## config.mk

```make
export PLATFORM = sky130hd
export DESIGN_NAME = gpr_wb_arbiter_flat
export DESIGN_NICKNAME = d
export VERILOG_FILES = /design/src/rtl/gpr_wb_arbiter_if.sv /design/src/rtl/gpr_wb_arbiter.sv /design/src/flat_wrapper.sv
export SDC_FILE = /design/constraint.sdc
export NUM_CORES = 1
export LEC_CHECK = 0
export CORE_ASPECT_RATIO = 1.4
export CORE_MARGIN = 4
export CORE_UTILIZATION = 70
export CTS_BUF_LIST = sky130_fd_sc_hd__clkbuf_4
export DETAILED_ROUTE_END_ITERATION = 8
export DONT_BUFFER_PORTS = 1
export GPL_TIMING_DRIVEN = 0
export PLACE_DENSITY = 0.95
export SLEW_MARGIN = 0
export SYNTH_ARGS = -nofsm -noshare
export SYNTH_HDL_FRONTEND = slang
export SYNTH_SLANG_ARGS = --single-unit
```

## constraint.sdc

```tcl
create_clock -name clk -period 5.7 [get_ports clk]
set_input_delay 1.425 -clock clk [delete_from_list [all_inputs] [get_ports clk]]
set_output_delay 1.425 -clock clk [all_outputs]
set_load 0.1 [all_outputs]
```

## src/rtl/gpr_wb_arbiter_if.sv

```systemverilog
// gpr_wb_arbiter_if
// Bundles the three write-back requester channels (ALU, LOAD, UART) and the
// GPR write / completion outputs shared between the arbiter and its users.
//   alu_*/load_*/uart_*  : req/addr/data from each source, gnt back to it
//   gpr_we/waddr/wdata   : registered register-file write port
//   wgpr_finish/wb_src   : one-cycle completion pulse tagged by source
// Modports:
//   master : requester / register-file side (drives req, addr, data)
//   slave  : arbiter side (drives gnt, gpr_*, finish)
interface gpr_wb_arbiter_if #(
  parameter int DATA_W = 32,
  parameter int ADDR_W = 5
);
  logic              alu_req;
  logic [ADDR_W-1:0] alu_addr;
  logic [DATA_W-1:0] alu_data;
  logic              alu_gnt;

  logic              load_req;
  logic [ADDR_W-1:0] load_addr;
  logic [DATA_W-1:0] load_data;
  logic              load_gnt;

  logic              uart_req;
  logic [ADDR_W-1:0] uart_addr;
  logic [7:0]        uart_data;
  logic              uart_gnt;

  logic              gpr_we;
  logic [ADDR_W-1:0] gpr_waddr;
  logic [DATA_W-1:0] gpr_wdata;
  logic              wgpr_finish;
  logic [1:0]        wb_src;

  modport master (
    output alu_req, alu_addr, alu_data,
    output load_req, load_addr, load_data,
    output uart_req, uart_addr, uart_data,
    input  alu_gnt, load_gnt, uart_gnt,
    input  gpr_we, gpr_waddr, gpr_wdata, wgpr_finish, wb_src
  );

  modport slave (
    input  alu_req, alu_addr, alu_data,
    input  load_req, load_addr, load_data,
    input  uart_req, uart_addr, uart_data,
    output alu_gnt, load_gnt, uart_gnt,
    output gpr_we, gpr_waddr, gpr_wdata, wgpr_finish, wb_src
  );
endinterface

```

## src/rtl/gpr_wb_arbiter.sv

```systemverilog
// gpr_wb_arbiter
// Shares the single GPR write port between ALU, LOAD and UART write-back.
// One requester is granted per cycle (combinational gnt): urgent requesters
// first, then LOAD > ALU > UART. The winning write is registered onto the
// GPR port the next cycle and a finish pulse tagged with the source follows
// one cycle after that. Stages overlap, so back-to-back grants are allowed.
// Ports:
//   clk  : clock, rising edge
//   rstn : asynchronous active-low reset
//   bus  : gpr_wb_arbiter_if.slave (requests, grants, GPR port, finish)

// Per-requester aging counter. Counts denied cycles while the request is
// held, saturates at LIMIT, clears on grant or when the request drops.
module gpr_wb_age #(
  parameter int LIMIT = 4,
  parameter int CW    = 3
) (
  input  logic clk,
  input  logic rstn,
  input  logic req,
  input  logic gnt,
  output logic urgent
);
  localparam logic [CW-1:0] LIM = CW'(LIMIT);

  logic [CW-1:0] cnt;

  always_ff @(posedge clk or negedge rstn) begin
    if (!rstn)             cnt <= '0;
    else if (!req || gnt)  cnt <= '0;
    else if (cnt != LIM)   cnt <= cnt + 1'b1;
  end

  assign urgent = (cnt == LIM);
endmodule

module gpr_wb_arbiter #(
  parameter int STARVE_LIMIT = 4,
  parameter int DATA_W       = 32,
  parameter int ADDR_W       = 5
) (
  input  logic               clk,
  input  logic               rstn,
  gpr_wb_arbiter_if.slave    bus
);
  localparam int NUM_LANES = 3;
  localparam int STAGES    = 2;   // issue stage, finish stage
  localparam int CW        = $clog2(STARVE_LIMIT + 1);

  // lane index doubles as the wb_src encoding
  localparam int L_ALU  = 0;
  localparam int L_LOAD = 1;
  localparam int L_UART = 2;

  logic [NUM_LANES-1:0]             req, urg, cand, gnt_sel, gnt;
  logic [NUM_LANES-1:0][ADDR_W-1:0] addr;
  logic [NUM_LANES-1:0][DATA_W-1:0] data;

  logic              any_gnt;
  logic [1:0]        sel_src;
  logic [ADDR_W-1:0] sel_addr;
  logic [DATA_W-1:0] sel_data;

  logic [STAGES:1]       vld_pipe;
  logic [STAGES:1][1:0]  src_pipe;
  logic                  we_q;
  logic [ADDR_W-1:0]     waddr_q;
  logic [DATA_W-1:0]     wdata_q;

  assign req = {bus.uart_req, bus.load_req, bus.alu_req};

  always_comb begin
    addr         = '0;
    data         = '0;
    addr[L_ALU]  = bus.alu_addr;
    addr[L_LOAD] = bus.load_addr;
    addr[L_UART] = bus.uart_addr;
    data[L_ALU]  = bus.alu_data;
    data[L_LOAD] = bus.load_data;
    data[L_UART] = {{(DATA_W-8){1'b0}}, bus.uart_data};
  end

  for (genvar i = 0; i < NUM_LANES; i++) begin : g_lane
    gpr_wb_age #(.LIMIT(STARVE_LIMIT), .CW(CW)) u_age (
      .clk    (clk),
      .rstn   (rstn),
      .req    (req[i]),
      .gnt    (gnt[i]),
      .urgent (urg[i])
    );
  end

  // Urgent requesters form the candidate set whenever any exist; the fixed
  // LOAD > ALU > UART order then resolves within that set.
  always_comb begin
    cand    = (|(req & urg)) ? (req & urg) : req;
    gnt_sel = '0;
    if (cand[L_LOAD])      gnt_sel[L_LOAD] = 1'b1;
    else if (cand[L_ALU])  gnt_sel[L_ALU]  = 1'b1;
    else if (cand[L_UART]) gnt_sel[L_UART] = 1'b1;
  end

  // Grants are suppressed while reset is asserted.
  assign gnt     = rstn ? gnt_sel : '0;
  assign any_gnt = |gnt;

  always_comb begin
    sel_src  = 2'(L_ALU);
    sel_addr = addr[L_ALU];
    sel_data = data[L_ALU];
    if (gnt[L_LOAD]) begin
      sel_src  = 2'(L_LOAD);
      sel_addr = addr[L_LOAD];
      sel_data = data[L_LOAD];
    end else if (gnt[L_UART]) begin
      sel_src  = 2'(L_UART);
      sel_addr = addr[L_UART];
      sel_data = data[L_UART];
    end
  end

  assign bus.alu_gnt  = gnt[L_ALU];
  assign bus.load_gnt = gnt[L_LOAD];
  assign bus.uart_gnt = gnt[L_UART];

  // Issue/finish pipeline. r0 writes still flow through as a grant and a
  // finish pulse, but never assert the register-file write enable.
  always_ff @(posedge clk or negedge rstn) begin
    if (!rstn) begin
      vld_pipe <= '0;
      src_pipe <= '0;
      we_q     <= 1'b0;
      waddr_q  <= '0;
      wdata_q  <= '0;
    end else begin
      vld_pipe <= {vld_pipe[STAGES-1:1], any_gnt};
      src_pipe <= {src_pipe[STAGES-1:1], sel_src};
      we_q     <= any_gnt && (sel_addr != '0);
      if (any_gnt) begin
        waddr_q <= sel_addr;
        wdata_q <= sel_data;
      end
    end
  end

  assign bus.gpr_we      = we_q;
  assign bus.gpr_waddr   = waddr_q;
  assign bus.gpr_wdata   = wdata_q;
  assign bus.wgpr_finish = vld_pipe[STAGES];
  assign bus.wb_src      = src_pipe[STAGES];
endmodule

```

## src/flat_wrapper.sv

```systemverilog
// flat-port wrapper written by rule: the top's interface ports become plain ports
module gpr_wb_arbiter_flat 
#(
  parameter int STARVE_LIMIT = 4,
  parameter int DATA_W       = 32,
  parameter int ADDR_W       = 5
)
  (clk, rstn, bus_alu_req, bus_alu_addr, bus_alu_data, bus_load_req, bus_load_addr, bus_load_data, bus_uart_req, bus_uart_addr, bus_uart_data, bus_alu_gnt, bus_load_gnt, bus_uart_gnt, bus_gpr_we, bus_gpr_waddr, bus_gpr_wdata, bus_wgpr_finish, bus_wb_src);
  gpr_wb_arbiter_if #(.DATA_W(DATA_W), .ADDR_W(ADDR_W)) bus_i ();
  input  logic clk;
  input  logic rstn;
  input wire logic [$bits(bus_i.alu_req)-1:0] bus_alu_req;
  input wire logic [$bits(bus_i.alu_addr)-1:0] bus_alu_addr;
  input wire logic [$bits(bus_i.alu_data)-1:0] bus_alu_data;
  input wire logic [$bits(bus_i.load_req)-1:0] bus_load_req;
  input wire logic [$bits(bus_i.load_addr)-1:0] bus_load_addr;
  input wire logic [$bits(bus_i.load_data)-1:0] bus_load_data;
  input wire logic [$bits(bus_i.uart_req)-1:0] bus_uart_req;
  input wire logic [$bits(bus_i.uart_addr)-1:0] bus_uart_addr;
  input wire logic [$bits(bus_i.uart_data)-1:0] bus_uart_data;
  output wire logic [$bits(bus_i.alu_gnt)-1:0] bus_alu_gnt;
  output wire logic [$bits(bus_i.load_gnt)-1:0] bus_load_gnt;
  output wire logic [$bits(bus_i.uart_gnt)-1:0] bus_uart_gnt;
  output wire logic [$bits(bus_i.gpr_we)-1:0] bus_gpr_we;
  output wire logic [$bits(bus_i.gpr_waddr)-1:0] bus_gpr_waddr;
  output wire logic [$bits(bus_i.gpr_wdata)-1:0] bus_gpr_wdata;
  output wire logic [$bits(bus_i.wgpr_finish)-1:0] bus_wgpr_finish;
  output wire logic [$bits(bus_i.wb_src)-1:0] bus_wb_src;
  assign bus_i.alu_req = bus_alu_req;
  assign bus_i.alu_addr = bus_alu_addr;
  assign bus_i.alu_data = bus_alu_data;
  assign bus_i.load_req = bus_load_req;
  assign bus_i.load_addr = bus_load_addr;
  assign bus_i.load_data = bus_load_data;
  assign bus_i.uart_req = bus_uart_req;
  assign bus_i.uart_addr = bus_uart_addr;
  assign bus_i.uart_data = bus_uart_data;
  assign bus_alu_gnt = bus_i.alu_gnt;
  assign bus_load_gnt = bus_i.load_gnt;
  assign bus_uart_gnt = bus_i.uart_gnt;
  assign bus_gpr_we = bus_i.gpr_we;
  assign bus_gpr_waddr = bus_i.gpr_waddr;
  assign bus_gpr_wdata = bus_i.gpr_wdata;
  assign bus_wgpr_finish = bus_i.wgpr_finish;
  assign bus_wb_src = bus_i.wb_src;
  gpr_wb_arbiter #(.STARVE_LIMIT(STARVE_LIMIT), .DATA_W(DATA_W), .ADDR_W(ADDR_W)) u_core (.clk(clk), .rstn(rstn), .bus(bus_i));
endmodule
```

Word-level counts from Yosys, hierarchy flattened
Index checks and enable logic that the tools add are counted.

storage, ports and cells
  bits of input ports = 92
  output and inout bits = 44
  register bits after elaboration = 53
  word-level logic and storage cells = 52

cells by class
  add/subtract/negate cells = 3
  mux-type cells = 20
  bitwise logic cells = 1
  reduce and logical (&&, ||, !) cells = 13
  equality and inequality tests = 6

operators with widths
  cell                   count
  $mux W32               2
  $mux W3                8
  $mux W5                2
  $add A3 B1 Y3 const B  3
  $eq A3 B3 Y1 const B   3
  $ne A3 B3 Y1 const B   3
  $mux W1                6
  $reduce_bool A2 Y1     3
  $reduce_or A3 Y1       2
  $reduce_bool A5 Y1     1
  $mux W2                2
  $and A3 B3 Y3          1
  $logic_not A1 Y1       3
  $logic_or A1 B1 Y1     3
  $logic_and A1 B1 Y1    1

Logic depth before layout (Yosys ltp)
Gate-level depths: netlist (run 1).

  word-level depth = 12
  mapped depth = 11
  gate-level depth less buffers = 9

Hierarchy
Synthesis (run 1) repeated with hierarchy kept, for this count alone.

second synthesis, totals
  cell total of the unflattened synthesis = 302
  area total of the unflattened synthesis = 2816.5 sq um

modules (own cells, without submodules)
  module          instances  cells each  area an instance (sq um)  seq. area each (sq um)
  gpr_wb_arbiter  1          248         2268.4                    1101.1
  gpr_wb_age      3          18          182.7                     75.1

Least setup slack after synthesis (run 1)
No wires, ideal clock.

  path kind = in2out
  start point = input port bus_uart_req
  end point = output port bus_load_gnt
  data arrival time = 3.006 ns
  path slack = 1.269 ns
  required time = 4.275 ns
  buffers on the path = 2
  stages = 4
  cell sequence = a32oi_1 > o211a_1 > buf_6 > clkbuf_1

on the way
  longest elaborated chain between the ends = 5

RTL lines
  element             RTL line               source
  start: declaration  flat_wrapper.sv:18     input wire logic [$bits(bus_i.uart_req)-1:0] bus_uart_req;
  $and A3 B3 Y3       gpr_wb_arbiter.sv:96   cand = (|(req & urg)) ? (req & urg) : req;
  $reduce_or A3 Y1    gpr_wb_arbiter.sv:96
  $mux W3             gpr_wb_arbiter.sv:96
  $mux W1             gpr_wb_arbiter.sv:98   if (cand[L_LOAD]) gnt_sel[L_LOAD] = 1'b1;
  $mux W3             gpr_wb_arbiter.sv:104  assign gnt = rstn ? gnt_sel : '0;
  end: declaration    flat_wrapper.sv:22     output wire logic [$bits(bus_i.load_gnt)-1:0] bus_load_gnt;

No other way between the ends.

Final worst setup path (run 1)
Same ends and word-level chain as after synthesis.

==> results of run 1 <==
## state kept, by name, indices dropped and copies added, names as in the netlist
name and cells:
u_core.bus.gpr_waddr 5, u_core.bus.gpr_wdata 32, u_core.bus.gpr_we 1, u_core.bus.wb_src 2, u_core.g_lane.u_age.cnt 9, u_core.src_pipe 2, u_core.vld_pipe 2
## how the worst max path moves through the flow
| stage | start | endpoint | depth (start not counted) |
|---|---|---|---|
| after floorplan | bus_uart_req | bus_load_gnt | 4 |
| after global placement | bus_uart_req | bus_load_gnt | 4 |
| after detailed placement | bus_uart_req | bus_load_gnt | 4 |
| after CTS | bus_uart_req | bus_load_gnt | 4 |
| after global routing | bus_uart_req | bus_load_gnt | 4 |
| final | bus_uart_req | bus_load_gnt | 4 |
## power by group
part           internal, mW  leakage, nW  switching, mW  total (mW)
clock network        0.0957       0.0462          0.126       0.222
logic                0.0773        0.633         0.0806       0.158
registers             0.425        0.663          0.426       0.851
total                 0.598         1.34          0.632        1.23
## layer usage
layer / vias up / part of all wire
met2: 112 / 0.53
met4: 0 / 0.021
li1: 868 / -
met3: 15 / 0.097
met1: 961 / 0.35
met5: - / 0
## synth_stat cells (2+ instances only)
cell type   n
buf_2       3
nor2_1     10
mux2_2      2
nand2_1    26
a222oi_1   24
clkbuf_1    6
a22o_1      2
o21ai_1     4
mux2_4      9
mux2i_1    11
inv_1      33
dfrtp_1    53
a21oi_1     6
o21ai_0    12
buf_4       2
buf_6       5
nor4_1      2
ha_1        6
xnor2_1     2
nor3_1      3
o211a_1     2
## worst max-delay path, cell delays in order
cell and delay, ns:
a32oi_1 0.27, o211a_1 0.20, buf_6 0.15, clkbuf_2 0.59
## cells by family (layout without fill, tap and decap cells)
kind of cell               after synthesis  after routing  share of synthesized area
muxes                                   22             22                      0.103
xor gates and xnor gates                 2              2                    0.00673
DFF                                     53             53                      0.509
buffers and inverters                   51             59                     0.0941
adders and majority gates                6              6                     0.0288
and+or+nand+nor                         49             49                     0.0884
AOI/OAI and AO/OA                       57             57                      0.170
## metrics by stage
step	instance area, sq um	setup slack [ns]	hold WS [ns]
2_1_floorplan	2610	1.27	0.331
3_5_place_dp	2660	1.62	0.335
4_1_cts	2750	1.62	0.368
6_report	2750	1.62	0.368
5_1_grt	2750	1.55	0.373
3_3_place_gp	2660	1.08	0.333
## layout make-up
cell class,count,area [sq um]
Tap cell,42,52.6
Clock buffer,5,37.5
Inverter,35,136
Buffer,16,111
Multi-Input combinational cell,136,1030
Fill cell,224,866
Sequential cell,53,1330
Clock inverter,3,47.5
==> results.py, run 1 <==
metrics = {
    "logic_synthesis": {
        "synth_top_area_share": 0.509,
        "synthCells": 240,
        "seq_area_frac_synth": 0.509,
        "ys_types": 38,
        "yosys_warnings": 0,
        "syn-cell-area_sq_um": 2600,
        "syn_area_per_cell_sq_um": 10.9,
        "ys.flop_type": "dfrtp_1",
        "syn_nets": 338,
        "yosysTopAreaCell": "dfrtp_1",
        "async_reset_ff_frac": 1.00,
        "synth_area_leaders": "dfrtp_1 (51%), a222oi_1 (9.2%), mux2_4 (5.2%)",
        "synth-edff-count": 0,
        "ys_seq_elements": 53,
    },
    "place": {
        "port-buffer-count": 0,
        "place_inst": 282,
        "gp_congestion": 0.737,
        "dp_hpwl_um": 4540,
    },
    "timing": {
        "rsz0062_at_grt": "false",
        "max_freq_mhz": 245,
        "period_share": 0.715,
        "finalSetupTns_ns": 0,
        "relSlewSlack": 0.373,
        "fin_skew_ns": 0.0238,
        "hold_violations": 0,
        "tightest_slew_ns": 0.940,
        "slew_violations": 0,
        "fin_crit_ns": 4.08,
        "setup_viol": 0,
    },
    "min_path": {
        "hold_class": "reg -> reg",
        "hold_end": "u_core.vld_pipe[2]",
        "hold_depth": 0,
        "min_from": "u_core.vld_pipe[1]",
    },
    "finish": {
        "final_cell_mix": "dfrtp_1 (53), inv_1 (33), nand2_1 (26), a222oi_1 (24), o21ai_0 (12)",
        "area_delta_synth_final_pct": 5.38,
        "layout_commonest_cell": "dfrtp_1",
        "num-nets-final": 345,
        "final-instance-count-excl-fill": 290,
        "final_core_util": 0.760,
        "antenna_cells": 0,
        "layout-drive-gt1-share": 0.149,
    },
    "critical_path": {
        "crit_path_max_fanout": 11,
        "regToRegEndpoint": "u_core.bus.gpr_wdata[25]",
        "r2r_cells": 9,
        "crit_path_start_kind": "input port",
        "reg2reg_from": "u_core.g_lane[0].u_age.cnt[0]",
        "crit_required_ns": 4.28,
        "critPathArrivalTime_ns": 2.65,
        "worst_setup_path_end_kind": "primary output",
        "worstSetupPathType": "in -> out",
        "r2r_slack_ns": 3.17,
    },
    "die": {
        "start_util": 0.721,
        "die_h_um": 80.2,
        "die_x_um": 59.6,
        "ioPinCount": 136,
        "die_area_sq_um": 4780,
        "rows": 26,
        "core_sq_um": 3610,
    },
    "grt": {
        "grt_pass1_vias": 1921,
        "antenna_found_initial": 0,
        "use_met2": 0.403,
        "grt-ovfl-total": 0,
        "grt_usage": 0.250,
        "grt_pass1_wl_um": 9000,
        "grt_util_met3": 0.0836,
        "met1_usage": 0.305,
        "grt-busiest-layer": "met2",
        "grt_max_degree": 60,
    },
    "routing": {
        "vias": 1956,
        "drtPass1Iterations": 6,
        "avgViaCountPerCell": 6.74,
        "postRouteAntennaNets": 0,
        "totalWireLength_um": 6090,
        "drt_iter0_markers": 156,
        "drc": 0,
        "wl_per_cell_um": 21.0,
    },
    "clocking": {
        "cts_sinks": 53,
        "cts_buffers": 5,
        "cts_tree": "built",
        "clk_latency_ns": 0.39,
        "postCtsSetupBuffers": 0,
        "hold_buffers": 0,
        "htree_levels": 2,
        "cts_resized": 0,
        "clk_path_buf_depth": 2,
        "path_clk_slew_ns": 0.16,
        "cts-root-buf": "clkbuf_4",
    },
    "power": {
        "powerDensity_nw_per_um2": 448,
        "irDropWorstVdd_mv": 0.331,
        "finalPower_mw": 1.23,
        "power.leakage_nw": 1.34,
    },
    "run": {
        "drv_cap": 0,
    },
    "status": {
        "status": "complete, no violations",
    },
}
No activity file was read; power rests on OpenSTA's default activity.
==> inputs of run 2 (changes only) <==
- CORE_UTILIZATION: 70 -> 65
- PLACE_DENSITY: 0.95 -> 0.9
- clock period: 5.7 -> 4.27 ns (I/O delays scaled with it)
==> results.py, run 2 (synthesis gave the netlist of run 1 again) <==
metrics = {
    "status": {
        "status": "complete, no violations",
    },
    "routing": {
        "wl_per_cell_um": 21.2,
        "drc": 0,
        "drt_iter0_markers": 159,
        "vias": 1930,
        "totalWireLength_um": 6220,
        "drtPass1Iterations": 6,
        "postRouteAntennaNets": 0,
        "avgViaCountPerCell": 6.59,
    },
    "power": {
        "powerDensity_nw_per_um2": 574,
        "irDropWorstVdd_mv": 0.526,
        "power.leakage_nw": 1.34,
    },
    "critical_path": {
        "worst_setup_path_end_kind": "primary output",
        "crit_path_max_fanout": 11,
        "critPathArrivalTime_ns": 2.42,
        "crit_path_start_kind": "flop",
        "worstSetupPathType": "reg -> out",
        "crit_required_ns": 3.20,
    },
    "place": {
        "pre_cts_slack_ns": 0.911,
        "dp_hpwl_um": 4740,
        "gp_congestion": 0.856,
        "port-buffer-count": 0,
    },
    "timing": {
        "worst_slack_ns": 0.783,
        "period_share": 0.817,
        "rsz0062_at_grt": "false",
        "fin_crit_ns": 3.49,
        "fin_skew_ns": 0.0154,
        "relSlewSlack": 0.372,
        "hold_violations": 0,
        "max_freq_mhz": 287,
        "setup_viol": 0,
        "tightest_slew_ns": 0.942,
        "finalSetupTns_ns": 0,
        "slew_violations": 0,
    },
    "die": {
        "die_area_sq_um": 5100,
        "ioPinCount": 136,
        "start_util": 0.665,
        "core_sq_um": 3920,
        "rows": 27,
        "die_h_um": 82.9,
        "die_x_um": 61.5,
    },
    "run": {
        "drv_cap": 0,
    },
    "clocking": {
        "htree_levels": 2,
        "cts_buffers": 5,
        "cts_resized": 0,
        "hold_buffers": 0,
        "cts_sinks": 53,
        "cts_tree": "built",
        "clk_path_buf_depth": 2,
        "cts-root-buf": "clkbuf_4",
        "path_clk_slew_ns": 0.16,
        "postCtsSetupBuffers": 0,
        "clk_latency_ns": 0.38,
    },
    "finish": {
        "antenna_cells": 0,
        "layout_commonest_cell": "dfrtp_1",
        "area_delta_synth_final_pct": 5.91,
        "layout-drive-gt1-share": 0.152,
        "num-nets-final": 347,
        "largest_reg_flops": 32,
        "final_cell_mix": "dfrtp_1 (53), inv_1 (33), nand2_1 (26), a222oi_1 (24), o21ai_0 (12)",
    },
    "grt": {
        "grt-ovfl-total": 0,
        "antenna_found_initial": 0,
        "grt_pass1_wl_um": 9910,
        "grt_max_degree": 60,
        "grt_usage": 0.260,
        "grt_pass1_vias": 2013,
    },
    "min_path": {
        "hold_class": "in -> async",
    },
}
run 2: cell count changes in the layout (fill, tap and decap cells not counted):
cell,previous run,this run
inv_6,2,0
bufinv_16,1,0
clkbuf_1,4,5
clkbuf_2,2,1
buf_6,5,6
clkbuf_4,5,6
buf_16,0,1
clkinvlp_4,0,2
run 2: layout make-up:
class	instances	area (sq um)
sequential	53	1330
fill	285	1160
multi-input combinational	136	1030
inverter	35	136
buffer	16	110
tap	43	53.8
clock buffer	6	45.0
timing repair buffer	2	38.8
clock inverter	2	15.0
run 2: final timing paths:
path,start,endpoint,slack (ns),depth (start not counted)
hold reg to reg,u_core.src_pipe[1],u_core.bus.wb_src[1],0.37,0
setup reg to reg,u_core.g_lane[1].u_age.cnt[0],u_core.bus.gpr_we,1.74,10
hold / removal,rstn,u_core.bus.gpr_wdata[30],0.35,0
max in group asynchronous,rstn,u_core.g_lane[2].u_age.cnt[0],3.80,0
min in group clk,u_core.src_pipe[1],u_core.bus.wb_src[1],0.37,0
setup / recovery,u_core.g_lane[0].u_age.cnt[0],bus_load_gnt,0.78,7
run 2: stage by stage:
step | util | hold WS [ns] | power, mW | instance area (sq um) | cells
floorplan | - | 0.331 | 1.31 | 2610 | 240
global placement | 0.678 | 0.333 | 1.35 | 2660 | 283
detailed placement | 0.689 | 0.336 | 1.36 | 2700 | 285
CTS | 0.704 | 0.343 | 1.59 | 2760 | 293
global route | 0.704 | 0.314 | 1.65 | 2760 | 293
finish | 0.704 | 0.346 | 1.58 | 2760 | 293
run 2: critical path, cell delays in order, from the launching register on:
cell and delay (ns):
dfrtp_1 0.39, inv_1 0.07, ha_1 0.22, and2_4 0.16, a32oi_1 0.26, o211a_1 0.19
buf_6 0.14, clkbuf_2 0.59
run 2: layer usage:
metal	GRT usage	routed length, um	vias to the layer above
met5	0	0	-
met4	0.0927	152	0
met3	0.0809	672	14
met2	0.425	3300	115
met1	0.314	2100	934
li1	-	-	867
run 2: where the power goes:
group | switching (mW) | total (mW) | internal, mW
sequential | 0.571 | 1.14 | 0.567
combinational | 0.108 | 0.214 | 0.106
clock | 0.161 | 0.232 | 0.0710
total | 0.839 | 1.58 | 0.744
==> inputs of run 3 (changes only) <==
- clock period: 4.27 -> 3.5 ns (I/O delays scaled with it)
==> results of run 3 <==
Same layout as run 2 (identical final DEF). Status: complete, no violations.
Main changes from that run: setup slack after placement 0.911 ns -> 0.526 ns; setup slack after layout 0.783 ns -> 0.206 ns; hold slack 0.346 ns -> 0.153 ns; register-to-register setup slack 1.74 ns -> 0.97 ns; total power 1.58 mW -> 1.93 mW; worst IR drop on VDD 0.526 mV -> 0.642 mV
==> RTL change 1 (config.mk and constraints of run 2) <==
`STARVE_LIMIT` is set to 4 in 2 places; all go to 8.
--- a/src/rtl/gpr_wb_arbiter.sv
+++ b/src/rtl/gpr_wb_arbiter.sv
@@ -37,3 +37,3 @@
 module gpr_wb_arbiter #(
-  parameter int STARVE_LIMIT = 4,
+  parameter int STARVE_LIMIT = 8,
   parameter int DATA_W       = 32,
--- a/src/flat_wrapper.sv
+++ b/src/flat_wrapper.sv
@@ -3,3 +3,3 @@
 #(
-  parameter int STARVE_LIMIT = 4,
+  parameter int STARVE_LIMIT = 8,
   parameter int DATA_W       = 32,
Behaviour: not the same (Yosys sat finds a counterexample within 10 cycles, from zero or initial values and one cycle with rstn low).
==> RTL change 1 against run 2 <==
- setup slack got worse by 0.11 ns
- total power shrank 4.1%
- global-route usage fell by 0.46 points
- clock power is 3% lower
- register-to-register slack worse by 0.04 ns
- final area rose by 11%
- routed wire length is 13% higher
- fmax decreased by 3.1%
- sequential share of layout area down 2.3 points
- area after synthesis increased by 11%
- sequential cell count grew 3
- critical path type unchanged
==> RTL change 1: results (changes against run 2) <==
{| class="wikitable"
! Metric !! Value
|-
| Share of synthesized area spent on multiplexers || 5.66% (-4.6 points)
|-
| GR Layer Usage met3 || 8.40% (+0.31 points)
|-
| Hpwl dp || 5.47 mm (+15%)
|-
| Worst ir drop on vdd || 0.000244 V (-54%)
|-
| Met2 routing resource usage after global routing || 46.0% (+3.4 points)
|-
| Synthesized net count || 362 (+7.1%)
|-
| Leading post-synthesis cells by instance count || 56 x sky130_fd_sc_hd__dfrtp_1, 24 x sky130_fd_sc_hd__a21o_1, 24 x sky130_fd_sc_hd__a22o_1
|-
| Arithmetic-cell share of the synthesized area counting full adders, half adders and majority gates || 2.59% (-0.29 points)
|-
| Vias in the first global route || 2321 (+15%)
|-
| Cell depth of the worst flop-to-flop path || 11 (+1)
|-
| Count of different cell masters after synthesis || 40 (+5.3%)
|-
| Routed wire per std cell || 21.0 um (-1.0%)
|-
| Wire length of the first global-routing pass || 11.1 mm (+12%)
|-
| Highest fanout seen on the critical path || 10 (-1)
|-
| Number of violations reported at the end of detailed-routing iteration 0 || 124 (-22%)
|-
| Met1 Resource Use GR || 27.5% (-3.9 points)
|-
| Flop-to-flop setup slack || 1.70 ns (-0.04 ns)
|-
| Part of the Yosys area used for sequential elements || 48.4% (-2.5 points)
|-
| Number of nets in the finished design || 371 (+6.9%)
|-
| Aggregate global-route resource usage || 25.6% (-0.46 points)
|-
| Setup Slack @ Placement || 0.688 ns (-0.223 ns)
|-
| Post-Synth XOR/XNOR Area || 2.42% (+1.7 points)
|-
| Result of the run || complete, no violations
|-
| Met2 WL || 3.74 mm (+13%)
|-
| Startpoint of the lowest-slack register-to-register path || u_core.g_lane[2].u_age.cnt[0]
|-
| Worst Max-Slew Pin Slew || 0.927 ns (-0.0149 ns)
|-
| Amount of wire on met3 after detailed routing || 643 um (-4.3%)
|-
| Total internal power || 0.000739 W (-0.68%)
|-
| Drt first pass iters || 4 (-2)
|-
| Compound-cell area share of the yosys netlist || 22.9% (+5.9 points)
|-
| Top cells by area, synth || sky130_fd_sc_hd__dfrtp_1 48%, sky130_fd_sc_hd__a22o_1 7.3%, sky130_fd_sc_hd__a21o_1 6.2%
|-
| Share of post-route cells with drive strength above 1 || 13.1% (-2.1 points)
|}
-- RTL change 1: cell types whose count changed in the layout (fill, tap and decap cells not counted), moves of 11 or more --
| cell | run 2 | this run |
|---|---|---|
| sky130_fd_sc_hd__a22o_1 | 2 | 24 |
| sky130_fd_sc_hd__inv_1 | 33 | 9 |
| sky130_fd_sc_hd__nand2_1 | 26 | 5 |
| sky130_fd_sc_hd__nand3_1 | 1 | 14 |
| sky130_fd_sc_hd__a31oi_1 | 1 | 12 |
| sky130_fd_sc_hd__nor3_1 | 3 | 15 |
| sky130_fd_sc_hd__a222oi_1 | 24 | 0 |
| sky130_fd_sc_hd__a21o_1 | 0 | 24 |
-- RTL change 1: area by class of cell --
cell class / count / area [um2] / share of cell area [%]
plain buffers: 21 / 136 / 4.45
clock buffers: 5 / 37.5 / 1.23
clock inverters: 3 / 18.8 / 0.613
inverters: 10 / 37.5 / 1.23
multi-input cells: 177 / 1320 / 43.2
flip-flops and latches: 56 / 1400 / 45.8
well taps: 60 / 75.1 / 2.45
repair buffers: 2 / 32.5 / 1.06
-- RTL change 1: how the worst max path moves through the flow --
stage	from	end	cells past startpoint
4_1_cts	u_core.g_lane[2].u_age.cnt[0]	bus_alu_gnt	6
2_1_floorplan	bus_alu_req	bus_uart_gnt	3
6_report	u_core.g_lane[2].u_age.cnt[0]	bus_alu_gnt	6
5_1_grt	u_core.g_lane[2].u_age.cnt[0]	bus_alu_gnt	6
3_3_place_gp	bus_uart_req	bus_alu_gnt	4
3_5_place_dp	bus_uart_req	bus_alu_gnt	4
-- RTL change 1: worst max-delay path: stages (launching register included) --
cell                       delay [ns]
sky130_fd_sc_hd__dfrtp_1         0.40
sky130_fd_sc_hd__inv_1           0.08
sky130_fd_sc_hd__ha_1            0.21
sky130_fd_sc_hd__nand4b_1        0.18
sky130_fd_sc_hd__nand3b_1        0.16
sky130_fd_sc_hd__a21oi_2         0.46
sky130_fd_sc_hd__clkbuf_2        0.68
-- RTL change 1: per-stage QoR --
| stage | area [um2] | util [%] | instances | hold slack [ns] |
|---|---|---|---|---|
| 2_1_floorplan | 2900 | - | 264 | 0.331 |
| 3_3_place_gp | 2970 | 69.5 | 324 | 0.333 |
| 3_5_place_dp | 3010 | 70.3 | 326 | 0.338 |
| 4_1_cts | 3060 | 71.7 | 334 | 0.353 |
| 5_1_grt | 3060 | 71.7 | 334 | 0.338 |
| 6_report | 3060 | 71.7 | 334 | 0.366 |
-- RTL change 1: power groups by stage --
stage	clock network, W	registers (W)	logic (W)
after floorplan	0	0.00111	0.000150
after global placement	0	0.00112	0.000169
after detailed placement	0	0.00113	0.000181
after CTS	0.000229	0.00111	0.000181
after global routing	0.000249	0.00112	0.000201
final	0.000225	0.00111	0.000180
==> RTL change 2 (settings of run 2) <==
Without the edit above. Reset style: synchronous (`rstn`), changed in 2 clocked blocks. Comments in the files are not updated.
--- a/src/rtl/gpr_wb_arbiter.sv
+++ b/src/rtl/gpr_wb_arbiter.sv
@@ -27,3 +27,3 @@
 
-  always_ff @(posedge clk or negedge rstn) begin
+  always_ff @(posedge clk) begin
     if (!rstn)             cnt <= '0;
@@ -127,3 +127,3 @@
   // finish pulse, but never assert the register-file write enable.
-  always_ff @(posedge clk or negedge rstn) begin
+  always_ff @(posedge clk) begin
     if (!rstn) begin
Check against the original RTL: differs if rstn is asserted again (counterexample within 4 cycles, from zero or initial values and one cycle with rstn low); with rstn held inactive, the same outputs for 10 cycles.
==> RTL change 2 against run 2 <==
- critical path type is now in2out
- setup slack got worse by 0.021 ns
- die area down 13%
- highest routed layer unchanged
- area after synthesis shrank 14%
- routed wire length fell by 19%
- sequential cell count unchanged
- final area fell by 15%
- critical endpoint is now bus_alu_gnt
Power is not compared: it rests on default switching activity, and its combinational part moved more than twofold at a synthesized area within 25%.
==> RTL change 2: results (changes against run 2) <==
{| class="wikitable"
! Metric !! Value
|-
| Result of the run || complete, no violations
|-
| Top cells by area, synth || sky130_fd_sc_hd__dfxtp_1 48%, sky130_fd_sc_hd__a222oi_1 12%, sky130_fd_sc_hd__nor2_1 4.0%
|-
| Number of violations reported at the end of detailed-routing iteration 0 || 174 (+9.4%)
|-
| Leading post-synthesis cells by instance count || 53 x sky130_fd_sc_hd__dfxtp_1, 27 x sky130_fd_sc_hd__a222oi_1, 24 x sky130_fd_sc_hd__nor2_1
|-
| Clock latency of the later-clocked register in the worst-skew pair || 0.36 ns (-0.02 ns)
|-
| Part of the Yosys area used for sequential elements || 47.5% (-3.4 points)
|-
| Routed wire per std cell || 17.8 um (-16%)
|-
| Cell depth of the worst flop-to-flop path || 9 (-1)
|-
| Synthesized net count || 335 (-0.89%)
|-
| Share of post-route cells with drive strength above 1 || 6.94% (-8.3 points)
|-
| Wire length of the first global-routing pass || 8.00 mm (-19%)
|-
| CP max stage cell || sky130_fd_sc_hd__buf_2
|-
| Maximum single-stage delay on the critical path || 0.61 ns (+0.02 ns)
|-
| Max_slew headroom || 34.4% (-2.8 points)
|-
| Hpwl dp || 3.90 mm (-18%)
|-
| Drt first pass iters || 8 (+2)
|-
| Type of the tightest min-delay check || reg2reg
|-
| Overall power || 0.00106 W
|-
| Placement-stage cell area || 2280 um2 (-15%)
|-
| Aggregate global-route resource usage || 22.6% (-3.5 points)
|-
| Capturing element of the worst setup path || bus_alu_gnt
|-
| Cell with the most instances after synthesis || sky130_fd_sc_hd__dfxtp_1
|-
| Share of synthesized flip-flops with an asynchronous set or reset || 0% (-100 points)
|-
| Fillers || 247 (-13%)
|-
| Vias in the first global route || 1797 (-11%)
|-
| Clock-pin slew on the worst setup and hold paths || 0.14 ns (-0.02 ns)
|-
| Flop-to-flop setup slack || 1.89 ns (+0.15 ns)
|-
| Highest fanout seen on the critical path || 10 (-1)
|-
| Worst setup path startpoint || bus_load_req
|-
| Count of different cell masters after synthesis || 37 (-2.6%)
|-
| Arrival time of the worst setup path || 2.44 ns (+0.02 ns)
|-
| Startpoint of the lowest-slack register-to-register path || u_core.g_lane[0].u_age.cnt[0]
|-
| Worst R2R End || u_core.bus.gpr_wdata[19]
|}
[RTL change 2: cell count changes after synthesis, sizes merged, moves of 10 or more]
| cell | run 2 | this run |
|---|---|---|
| inv | 34 | 21 |
| nor2 | 10 | 24 |
| dfrtp | 53 | 0 |
| nand2 | 27 | 17 |
| mux2 | 11 | 0 |
| dfxtp | 0 | 53 |
[RTL change 2: power by group through the flow]
stage	Combinational [W]	Sequential (W)	Clock [W]
after floorplan	0.0000879	0.000755	0
after global placement	0.000101	0.000760	0
after detailed placement	0.000104	0.000760	0
after CTS	0.000104	0.000750	0.000216
after global routing	0.000117	0.000754	0.000236
final	0.000104	0.000749	0.000209
[RTL change 2: worst min-delay path by stage]
stage	to	slack (ns)
floorplan	u_core.bus.wb_src[0]	0.41
global placement	u_core.bus.wb_src[1]	0.42
detailed placement	u_core.bus.wb_src[1]	0.43
CTS	u_core.bus.wb_src[1]	0.46
global route	u_core.bus.wb_src[1]	0.47
finish	u_core.vld_pipe[2]	0.45
[RTL change 2: layout make-up]
cell class                 instances  area [um2]  share of cell area, %
buffer                            16        82.6                   3.54
clock buffer                       5        37.5                   1.61
clock inverter                     3        16.3                  0.697
inverter                          22        95.1                   4.07
multi-input combinational        146         993                   42.6
sequential                        53        1060                   45.4
tap                               39        48.8                   2.09
[RTL change 2: stage by stage]
stage                     hold slack (ns)  worst slack (ns)  cells
after global placement              0.424             0.801    276
after floorplan                     0.412             0.975    237
after detailed placement            0.425             0.780    276
final                               0.454             0.762    284
after CTS                           0.457             0.777    284
after global routing                0.471             0.514    284
[RTL change 2: per-layer routing]
layer  share of wire, %  global-route usage (%)  routed length, um  up-vias
met5                  0                       0                  0        -
met4                1.5                    6.73                 74        0
met3                 13                    9.80                669        8
li1                   -                       -                  -      902
met1                 36                    25.4               1820      873
met2                 49                    38.0               2500      117
[RTL change 2: kinds of logic (layout without fill, tap and decap cells)]
kind of cell | Yosys count | in the layout | synth area share (%)
mux | 3 | 3 | 1.35
simple gates | 65 | 65 | 13.6
xor+xnor | 2 | 2 | 0.785
compound gates | 70 | 70 | 25.4
fa+ha+maj | 6 | 6 | 3.36
flops | 53 | 53 | 47.5
buf+inv | 38 | 46 | 7.96
